## src/rtl/mem_wb_stage.sv

```systemverilog
// mem_wb_stage: MEM/WB pipeline register with load formatting, writeback select and retired-instruction counter
module mem_wb_stage #(
  parameter int DATA_W = 32,
  parameter int REG_AW = 5,
  parameter int CNT_W  = 32
) (
  input  logic              clk,
  input  logic              reset,
  input  logic              stall,
  input  logic              flush,
  input  logic              in_valid,
  input  logic [DATA_W-1:0] alu_result,
  input  logic [DATA_W-1:0] read_data,
  input  logic [DATA_W-1:0] pc_plus4,
  input  logic [REG_AW-1:0] rd,
  input  logic              regwrite,
  input  logic              memread,
  input  logic [1:0]        wb_sel,
  input  logic [2:0]        funct3,
  output logic              wb_en,
  output logic [REG_AW-1:0] wb_rd,
  output logic [DATA_W-1:0] wb_data,
  output logic              wb_valid,
  output logic              load_fault,
  output logic [CNT_W-1:0]  retired_count
);
  logic              regwrite_q;
  logic [DATA_W-1:0] load_data, sel_data;
  logic              fault;
  always_comb begin
    load_data = funct3 == 3'b000 ? {{(DATA_W-8){read_data[7]}}, read_data[7:0]} :
                funct3 == 3'b001 ? {{(DATA_W-16){read_data[15]}}, read_data[15:0]} :
                funct3 == 3'b100 ? {{(DATA_W-8){1'b0}}, read_data[7:0]} :
                funct3 == 3'b101 ? {{(DATA_W-16){1'b0}}, read_data[15:0]} :
                read_data;
    fault     = memread & (funct3 == 3'b011 || funct3[2:1] == 2'b11);
    sel_data  = wb_sel == 2'b01 ? (memread ? load_data : read_data) :
                wb_sel == 2'b10 ? pc_plus4 : alu_result;
  end
  always_ff @(posedge clk) begin
    if (reset) begin
      wb_valid      <= 1'b0;
      regwrite_q    <= 1'b0;
      wb_rd         <= '0;
      wb_data       <= '0;
      load_fault    <= 1'b0;
      retired_count <= '0;
    end else if (flush) begin
      wb_valid   <= 1'b0;
      regwrite_q <= 1'b0;
      wb_rd      <= '0;
      wb_data    <= '0;
      load_fault <= 1'b0;
    end else if (!stall) begin
      wb_valid      <= in_valid;
      regwrite_q    <= regwrite;
      wb_rd         <= rd;
      wb_data       <= sel_data;
      load_fault    <= fault;
      retired_count <= retired_count + CNT_W'(in_valid);
    end
  end
  assign wb_en = wb_valid & regwrite_q & (wb_rd != '0);
endmodule
```

## config.mk

```make
export PLATFORM = sky130hd
export DESIGN_NAME = mem_wb_stage
export DESIGN_NICKNAME = d
export VERILOG_FILES = /design/src/rtl/mem_wb_stage.sv
export SDC_FILE = /design/constraint.sdc
export NUM_CORES = 1
export LEC_CHECK = 0
export CAP_MARGIN = 15
export CORE_MARGIN = 3
export CORE_UTILIZATION = 35
export DETAILED_ROUTE_END_ITERATION = 6
export PLACE_DENSITY = 0.8
export SLEW_MARGIN = 20
export SYNTH_ARGS = -nofsm -noshare
export SYNTH_HDL_FRONTEND = slang
export SYNTH_SLANG_ARGS = --single-unit
```

## constraint.sdc

```tcl
create_clock -name clk -period 6.2 [get_ports clk]
set_input_delay 1.86 -clock clk [delete_from_list [all_inputs] [get_ports clk]]
set_output_delay 1.86 -clock clk [all_outputs]
set_load 0.03 [all_outputs]
```

==> results of run 1 <==
[stage by stage]
stage          cells  hold WS (ns)
3_3_place_gp     728        0.4334
5_1_grt          744        0.4733
2_1_floorplan    441        0.4637
3_5_place_dp     728        0.4407
4_1_cts          744        0.4585
6_report         744        0.4546
[worst paths after layout]
check                   start                 to
max                     stall  retired_count[25]
min               wb_data[18]        wb_data[18]
max reg2reg  retired_count[3]  retired_count[25]
min reg2reg       wb_data[18]        wb_data[18]
[cells by family after synthesis]
kind of cell | count (synthesis)
AOI/OAI and AO/OA | 142
and+or+nand+nor | 125
DFF | 72
muxes | 47
buffers and inverters | 45
xor gates and xnor gates | 8
adders and majority gates | 2
[tightest hold or removal path: stages, from the launching register on]
cell and delay (ns):
dfxtp_1 0.33, nand2_1 0.05, o31ai_1 0.05
[layout by cell type, fill, tap and decap left out, types with 9 or more instances in the layout]
| master | n |
|---|---|
| nand2_1 | 52 |
| a21oi_1 | 49 |
| o21ai_0 | 11 |
| or4_1 | 13 |
| o211ai_1 | 9 |
| nand3_1 | 11 |
| o22ai_1 | 24 |
| nor2_1 | 17 |
| clkbuf_8 | 9 |
| clkdlybuf4s50_1 | 183 |
| mux2_2 | 32 |
| o31ai_1 | 29 |
| mux2i_1 | 15 |
| dfxtp_1 | 72 |
| or3_1 | 11 |
[per-layer routing]
| layer | GRT usage [%] | vias to the layer above | share of wire, % |
|---|---|---|---|
| met5 | 0 | - | 0 |
| met4 | 6.589 | 0 | 1.5 |
| met3 | 4.485 | 14 | 5.4 |
| met2 | 32.58 | 127 | 51 |
| met1 | 24.55 | 1905 | 42 |
| li1 | - | 1985 | - |
[power groups by stage]
stage / Clock, W / Sequential [W] / Combinational [W]
finish: 0.000401 / 0.000479 / 0.000210
global route: 0.000429 / 0.000481 / 0.000224
CTS: 0.000412 / 0.000479 / 0.000210
detailed placement: 0 / 0.000490 / 0.000209
global placement: 0 / 0.000490 / 0.000205
floorplan: 0 / 0.000511 / 0.0000758
[state kept, by name, indices dropped and copies added (netlist names)]
signal         flops
wb_valid           1
retired_count     32
load_fault         1
regwrite_q         1
wb_data           32
wb_rd              5
[layout make-up]
cell class                 instances  area (µm²)
timing repair buffer             189        1874
clock buffer                      11       131.4
fill                             940        4523
clock inverter                     5       81.33
inverter                           7       26.28
tap                              136       170.2
sequential                        72        1441
multi-input combinational        324        2168
==> impl_metrics.env, run 1 <==
export IMPL_drt_iter0_markers=140
export IMPL_synthCells=441
export IMPL_crit_chain="clkdlybuf4s50_1 -> buf_4 -> nor4bb_1 -> buf_4 -> nand4_1 -> or4_1 -> a21oi_1"
export IMPL_antenna_found_initial=0
export IMPL_pin_count=185
export IMPL_seqPwrFrac_pct=43.9
export IMPL_clock_path_buffers=2
export IMPL_finalHoldViolations=0
export IMPL_rsz0062_at_grt="false"
export IMPL_ys_types=37
export IMPL_max_slew_worst_pin_slew_ns=0.9939
export IMPL_dieHeight_um=110.0
export IMPL_ctsResizeCount=0
export IMPL_p_per_area_mw_per_mm2=185.1
export IMPL_grt_max_degree=44
export IMPL_cts_inserted_buffers=9
export IMPL_switching_share_pct=25.03
export IMPL_status="complete, no violations"
export IMPL_drc=0
export IMPL_p_clk_share_pct=36.8
export IMPL_worstSetupEndpointType="flip-flop"
export IMPL_yosys_top_cells_count="72 x dfxtp_1, 52 x nand2_1, 49 x a21oi_1, 32 x mux2_2, 29 x o31ai_1"
export IMPL_synthAdderAreaFrac_pct=0.6614
export IMPL_finalSetupViolations=0
export IMPL_crit_arrival_ns=4.46
export IMPL_synth_area_mm2=0.003784
export IMPL_dp_hpwl_mm=9.244
export IMPL_fin_skew_ns=0.01208
export IMPL_r2r_slack_ns=3.77
export IMPL_numPortBuffers=184
export IMPL_critPathBufInv=3
export IMPL_gp_congestion=0.8375
export IMPL_diodes=0
export IMPL_grt_pass1_vias=3890
export IMPL_synth_edf_count=0
export IMPL_insertion_delay_ns=0.33
export IMPL_ys_seq_area_share_pct=38.10
export IMPL_max_stage_delay_ns=0.70
export IMPL_rr_worst_depth=5
export IMPL_core_area_mm2=0.01042
export IMPL_die_area_mm2=0.01209
export IMPL_holdBufCountCts=0
export IMPL_critPathRequiredTime_ns=6.46
export IMPL_internal_power_w=0.0008179
export IMPL_htreeDepth=3
export IMPL_ant_nets=0
export IMPL_cap_violations=0
export IMPL_vias=4031
export IMPL_place_ws_ns=1.612
export IMPL_syn_avg_cell_area_um2=8.580
export IMPL_p_sw_w=0.0002730
export IMPL_min_path_cells=2
export IMPL_fin_area_mm2=0.005893
export IMPL_p_leak_nw=2.121
export IMPL_synth_top_family_by_area="compound AO/OA/AOI/OAI gates"
export IMPL_synth_main_ff_cell="dfxtp_1"
export IMPL_finalCritPeriodShare_pct=67.77
export IMPL_ys_ff_latch=72
export IMPL_cts_sinks=72
export IMPL_vdd_drop_max_mv=0.1075
export IMPL_placed_area_mm2=0.005670
export IMPL_fin_tns_setup_ns=0
export IMPL_synthTopCellsByArea="dfxtp_1 38%, mux2_2 9.5%, a21oi_1 6.5%"
export IMPL_start_util_pct=36.32
export IMPL_path_depth=7
export IMPL_post_drt_wl_per_cell_um=16.50
export IMPL_overflow=0
export IMPL_setup_ws_ns=1.999
export IMPL_worst_path_max_fanout=23
export IMPL_drive_above_1_share_pct=9.375
export IMPL_period_minus_slack_ns=4.201
export IMPL_path_delay_family="simple AND/OR/NAND/NOR gates"
export IMPL_grt_pass1_wl_mm=18.77
export IMPL_maxSlewHeadroom_pct=33.74
export IMPL_firstDrtPassIters=5
export IMPL_drv_slew=0
export IMPL_fin_nets=718
export IMPL_vias_per_cell=5.418
export IMPL_critPathSlowestCell="or4_1"
export IMPL_path_clk_slew_ns=0.07
export IMPL_rows=37
export IMPL_synth_mux_area_share_pct=13.49
export IMPL_cts_root_buf="clkbuf_8"
export IMPL_cts_tree="done"
export IMPL_syn_num_nets=556
export IMPL_synth_top_area_share_pct=38.10
export IMPL_grt_use_total_pct=19.45
export IMPL_synth_compound_area_share_pct=23.81
export IMPL_wirelength_mm=12.27
export IMPL_synth_most_common_cell="dfxtp_1"
export IMPL_hold_path_class="flip-flop to flip-flop"
export IMPL_post_cts_buffers=0
export IMPL_die_w_um=110.0
export IMPL_yosysWarnings=0
export IMPL_fmax_mhz=238.0
export IMPL_worstSetupPathType="primary input to flip-flop"
export IMPL_p_comb_share_pct=19.3
export IMPL_syn_to_final_growth_pct=55.75
export IMPL_async_flop_share_pct=0
export IMPL_total_power_w=0.001091
export IMPL_cp_start_kind="primary input"
export IMPL_synth_xor_area_share_pct=1.852
export IMPL_finish_utilization_pct=56.58
export IMPL_yosys_area_top_type="dfxtp_1"
export IMPL_cpMostUsedCell="buf_4"
export IMPL_synthSimpleGateAreaFrac_pct=17.23
No activity file was read; power rests on OpenSTA's default activity.
==> run 2, diff against run 1 <==
--- a/config.mk
+++ b/config.mk
@@ -9,7 +9,7 @@
 export CORE_MARGIN = 3
 export CORE_UTILIZATION = 35
 export DETAILED_ROUTE_END_ITERATION = 6
-export PLACE_DENSITY = 0.8
+export PLACE_DENSITY = 0.83
 export SLEW_MARGIN = 20
 export SYNTH_ARGS = -nofsm -noshare
 export SYNTH_HDL_FRONTEND = slang
==> constraint.sdc (replaced) <==
create_clock -name clk -period 3.7 [get_ports clk]
set_input_delay 1.11 -clock clk [delete_from_list [all_inputs] [get_ports clk]]
set_output_delay 1.11 -clock clk [all_outputs]
set_load 0.03 [all_outputs]
==> run 2 against run 1 <==
Clock-buffer cell count unchanged. Combinational power increased by 69%. Non-clock buffer count grew 6. Register-to-register slack got worse by 2.2 ns. Wire length up 1.4%. Largest cell class unchanged. Clock power up 59%. Utilization up 0.26 points. Die area unchanged. Critical endpoint is now wb_en. Sequential cell count stayed put.
==> impl_metrics.env, run 2 (synthesis results as in run 1) <==
export IMPL_status="complete, no violations"
export IMPL_numPortBuffers=184
export IMPL_holdBufCountCts=0
export IMPL_cp_start_kind="flip-flop"
export IMPL_path_delay_family="buffers and inverters"
export IMPL_clock_path_buffers=2
export IMPL_maxSlewHeadroom_pct=41.14
export IMPL_post_cts_buffers=0
export IMPL_crit_chain="or3_1 -> o311a_1 -> clkdlybuf4s50_1"
export IMPL_finalCritPeriodShare_pct=81.99
export IMPL_fin_nets=724
export IMPL_max_stage_delay_ns=0.60
export IMPL_cts_sinks=72
export IMPL_cts_root_buf="clkbuf_8"
export IMPL_core_area_mm2=0.01042
export IMPL_die_area_mm2=0.01209
export IMPL_ctsResizeCount=0
export IMPL_period_minus_slack_ns=3.033
export IMPL_cts_tree="done"
export IMPL_worstSetupEndpointType="output pin"
export IMPL_worstSetupPathType="flip-flop to output pin"
export IMPL_vias_per_cell=5.390
export IMPL_fin_area_mm2=0.005921
export IMPL_finalHoldViolations=0
export IMPL_die_w_um=110.0
export IMPL_grt_pass1_vias=3955
export IMPL_fmax_mhz=329.7
export IMPL_start_util_pct=36.32
export IMPL_diodes=0
export IMPL_critPathBufInv=1
export IMPL_drc=0
export IMPL_drv_slew=0
export IMPL_reg_largest_list="retired_count x32, wb_data x32, wb_rd x5"
export IMPL_firstDrtPassIters=4
export IMPL_vdd_drop_max_mv=0.2656
export IMPL_max_slew_worst_pin_slew_ns=0.8829
export IMPL_htreeDepth=3
export IMPL_placed_area_mm2=0.005715
export IMPL_worst_path_max_fanout=3
export IMPL_ant_nets=0
export IMPL_drt_iter0_markers=178
export IMPL_p_leak_nw=2.139
export IMPL_critPathSlowestCell="clkdlybuf4s50_1"
export IMPL_path_clk_slew_ns=0.07
export IMPL_rows=37
export IMPL_grt_max_degree=43
export IMPL_dp_hpwl_mm=9.595
export IMPL_antenna_found_initial=0
export IMPL_p_per_area_mw_per_mm2=302.9
export IMPL_rsz0062_at_grt="false"
export IMPL_cts_inserted_buffers=9
export IMPL_grt_pass1_wl_mm=18.91
export IMPL_final_common_cell="clkdlybuf4s50_1"
export IMPL_crit_arrival_ns=1.92
export IMPL_post_drt_wl_per_cell_um=16.62
export IMPL_final_cell_mix="183 x clkdlybuf4s50_1, 72 x dfxtp_1, 52 x nand2_1"
export IMPL_drive_above_1_share_pct=10.44
export IMPL_critPathRequiredTime_ns=2.59
export IMPL_grt_use_total_pct=19.63
export IMPL_fin_skew_ns=0.01465
export IMPL_cap_violations=0
export IMPL_wirelength_mm=12.45
export IMPL_finalSetupViolations=0
export IMPL_vias=4037
export IMPL_syn_to_final_growth_pct=56.48
export IMPL_insertion_delay_ns=0.33
export IMPL_gp_congestion=0.8603
export IMPL_overflow=0
export IMPL_hold_path_class="flip-flop to flip-flop"
export IMPL_fin_tns_setup_ns=0
export IMPL_pin_count=185
export IMPL_dieHeight_um=110.0
-- run 2: cell count changes in the layout (fill, tap and decap cells not counted), sizes merged --
cell	change
clkinvlp	+1
clkinv	-1
bufinv	-1
buf	+6
-- run 2: cell type report --
cell class                      instances  area [µm²]
Multi-Input combinational cell        324        2158
Sequential cell                        72        1441
Clock inverter                          4       53.80
Timing Repair Buffer                  195        1919
Fill cell                             943        4496
Inverter                                7       26.28
Clock buffer                           11       151.4
Tap cell                              136       170.2
-- run 2: power by group --
part / switching [W] / internal (W)
clock: 0.000290 / 0.000346
combinational: 0.000155 / 0.000199
sequential: 0.0000109 / 0.000793
-- run 2: worst reg2reg max path, cell delays in order (launching register included) --
cell and delay [ns]:
dfxtp_1 0.44, and4_1 0.33, nand4_2 0.48, or4_1 0.67, a21oi_1 0.17
-- run 2: worst paths after layout --
| kind | from | end | slack, ns | depth (start not counted) |
|---|---|---|---|---|
| worst min-delay path | wb_data[27] | wb_data[27] | 0.46 | 2 |
| worst max-delay path | wb_rd[4] | wb_en | 0.67 | 3 |
| worst min register to register | wb_data[27] | wb_data[27] | 0.46 | 2 |
| worst max register to register | retired_count[10] | retired_count[21] | 1.55 | 4 |
-- run 2: through the flow --
stage | cells | util, % | total power (W) | hold slack (ns) | setup slack, ns
3_5_place_dp | 734 | 54.87 | 0.001175 | 0.4435 | 0.5220
4_1_cts | 749 | 56.84 | 0.001816 | 0.4590 | 0.6402
6_report | 749 | 56.84 | 0.001793 | 0.4550 | 0.6666
3_3_place_gp | 734 | 54.87 | 0.001167 | 0.4342 | 0.5905
2_1_floorplan | 441 | - | 0.0009826 | 0.4637 | 1.198
5_1_grt | 749 | 56.84 | 0.001877 | 0.4724 | 0.6062
-- run 2: layer usage --
metal | GRT usage, % | routed length [µm] | vias to the layer above
met5 | 0 | 0 | -
met4 | 6.946 | 237 | 0
met3 | 4.485 | 735 | 21
met2 | 34.10 | 6387 | 135
met1 | 23.69 | 5088 | 1895
li1 | - | - | 1986
==> run 3, diff against run 2 <==
--- a/config.mk
+++ b/config.mk
@@ -9,7 +9,7 @@
 export CORE_MARGIN = 3
 export CORE_UTILIZATION = 35
 export DETAILED_ROUTE_END_ITERATION = 6
-export PLACE_DENSITY = 0.83
+export PLACE_DENSITY = 0.8
 export SLEW_MARGIN = 20
 export SYNTH_ARGS = -nofsm -noshare
 export SYNTH_HDL_FRONTEND = slang
==> constraint.sdc (replaced) <==
create_clock -name clk -period 3.05 [get_ports clk]
set_input_delay 0.915 -clock clk [delete_from_list [all_inputs] [get_ports clk]]
set_output_delay 0.915 -clock clk [all_outputs]
set_load 0.03 [all_outputs]
==> run 3 against run 2 <==
Via count fell by 1.0%. Clock-buffer cell count fell by 1. Utilization rose by 0.71 points. Sequential share of layout area fell by 0.30 points.
==> impl_metrics.env, run 3 (synthesis results as in run 1) <==
export IMPL_die_w_um=110.0
export IMPL_status="complete, no violations"
export IMPL_rows=37
export IMPL_post_cts_buffers=0
export IMPL_maxSlewHeadroom_pct=57.15
export IMPL_ant_nets=0
export IMPL_vias=3996
export IMPL_syn_to_final_growth_pct=58.43
export IMPL_rr_startpoint="retired_count[10]"
export IMPL_firstDrtPassIters=4
export IMPL_finalSetupViolations=0
export IMPL_grt_pass1_wl_mm=18.64
export IMPL_worst_hold_slack_ns=0.4533
export IMPL_fin_nets=729
export IMPL_final_common_cell="clkdlybuf4s50_1"
export IMPL_pin_count=185
export IMPL_drive_above_1_share_pct=11.31
export IMPL_r2r_slack_ns=0.89
export IMPL_antenna_found_initial=0
export IMPL_cts_tree="done"
export IMPL_holdBufCountCts=0
export IMPL_fillers=958
export IMPL_endpoint="wb_en"
export IMPL_rsz0062_at_grt="false"
export IMPL_final_cell_mix="183 x clkdlybuf4s50_1, 72 x dfxtp_1, 52 x nand2_1"
export IMPL_internal_power_w=0.001694
export IMPL_r2r_end="retired_count[28]"
export IMPL_start_util_pct=36.32
export IMPL_overflow=0
export IMPL_drt_iter0_markers=138
export IMPL_cts_root_buf="clkbuf_8"
export IMPL_crit_chain="or3_1 -> o311a_1 -> clkdlybuf4s50_1"
export IMPL_p_leak_nw=2.189
export IMPL_post_drt_wl_per_cell_um=16.23
export IMPL_grt_use_total_pct=19.32
export IMPL_path_delay_family="buffers and inverters"
export IMPL_drc=0
export IMPL_cp_start_kind="flip-flop"
export IMPL_path_clk_slew_ns=0.08
export IMPL_worstSetupPathType="flip-flop to output pin"
export IMPL_p_comb_share_pct=19.1
export IMPL_startpoint="wb_rd[4]"
export IMPL_ctsResizeCount=0
export IMPL_gp_congestion=0.8589
export IMPL_numPortBuffers=184
export IMPL_max_stage_delay_ns=0.60
export IMPL_finalHoldViolations=0
export IMPL_fin_skew_ns=0.01656
export IMPL_worst_path_max_fanout=3
export IMPL_fin_tns_setup_ns=0
export IMPL_seqPwrFrac_pct=43.0
export IMPL_cts_inserted_buffers=9
export IMPL_worstSetupEndpointType="output pin"
export IMPL_htreeDepth=3
export IMPL_clock_path_buffers=2
export IMPL_switching_share_pct=25.34
export IMPL_insertion_delay_ns=0.34
export IMPL_dieHeight_um=110.0
export IMPL_vdd_drop_max_mv=0.2148
export IMPL_p_sw_w=0.0005749
export IMPL_finalCritPeriodShare_pct=93.11
export IMPL_p_per_area_mw_per_mm2=378.4
export IMPL_critPathSlowestCell="clkdlybuf4s50_1"
export IMPL_setup_ws_ns=0.2103
export IMPL_vias_per_cell=5.293
export IMPL_drv_slew=0
export IMPL_hold_path_class="flip-flop to flip-flop"
export IMPL_critPathRequiredTime_ns=2.13
export IMPL_core_area_mm2=0.01042
export IMPL_grt_pass1_vias=3868
export IMPL_crit_arrival_ns=1.92
export IMPL_critPathBufInv=1
export IMPL_p_clk_share_pct=38.0
export IMPL_finish_utilization_pct=57.55
export IMPL_wirelength_mm=12.26
export IMPL_fmax_mhz=352.1
export IMPL_rr_worst_depth=4
export IMPL_dp_hpwl_mm=9.434
export IMPL_reg_largest_list="retired_count x32, wb_data x32, wb_rd x5"
export IMPL_cts_sinks=72
export IMPL_total_power_w=0.002268
export IMPL_grt_max_degree=43
export IMPL_cap_violations=0
export IMPL_path_depth=3
export IMPL_max_slew_worst_pin_slew_ns=0.6413
export IMPL_place_ws_ns=0.08448
export IMPL_diodes=0
export IMPL_period_minus_slack_ns=2.840
export IMPL_die_area_mm2=0.01209
-- run 3: per-stage QoR --
stage / cell area [µm²] / instances
floorplan: 3784 / 441
global placement: 5766 / 739
detailed placement: 5766 / 739
CTS: 5995 / 755
global route: 5995 / 755
finish: 5995 / 755
-- run 3: final cells by class --
| class | count | area (µm²) | area share (%) |
|---|---|---|---|
| clock buffer | 10 | 137.6 | 2.296 |
| clock inverter | 6 | 91.34 | 1.524 |
| inverter | 7 | 26.28 | 0.4383 |
| multi-input combinational | 324 | 2158 | 36.01 |
| sequential | 72 | 1441 | 24.05 |
| tap | 136 | 170.2 | 2.839 |
| timing repair buffer | 200 | 1969 | 32.85 |
-- run 3: worst min path at each step --
stage,startpoint,endpoint,cells past startpoint
floorplan,regwrite_q,regwrite_q,2
global placement,wb_data[14],wb_data[14],1
detailed placement,wb_data[24],wb_data[24],2
CTS,wb_data[4],wb_data[4],2
global route,wb_data[12],wb_data[12],1
finish,wb_data[24],wb_data[24],2
-- run 3: per-layer routing --
metal  wire, µm  share of wire (%)  vias up  track usage (%)
met4        184                1.5        0            6.589
met3        654                5.3       15            4.193
met1       5204                 42     1871            23.67
li1           -                  -     2005                -
met2       6214                 51      105            33.36
met5          0                  0        -                0
-- run 3: power groups by stage --
stage          combinational [W]  sequential, W  clock [W]
3_3_place_gp            0.000424       0.000995          0
5_1_grt                 0.000461       0.000978   0.000931
3_5_place_dp            0.000432       0.000996          0
4_1_cts                 0.000434       0.000974   0.000887
2_1_floorplan           0.000154        0.00104          0
6_report                0.000433       0.000974   0.000861
-- run 3: worst register-to-register path, delay by kind of cell (launching register included) --
family | cells | cell delay (ns)
flip-flops | 1 | 0.45
AO/OA/AOI/OAI | 1 | 0.16
AND/OR/NAND/NOR | 3 | 1.49
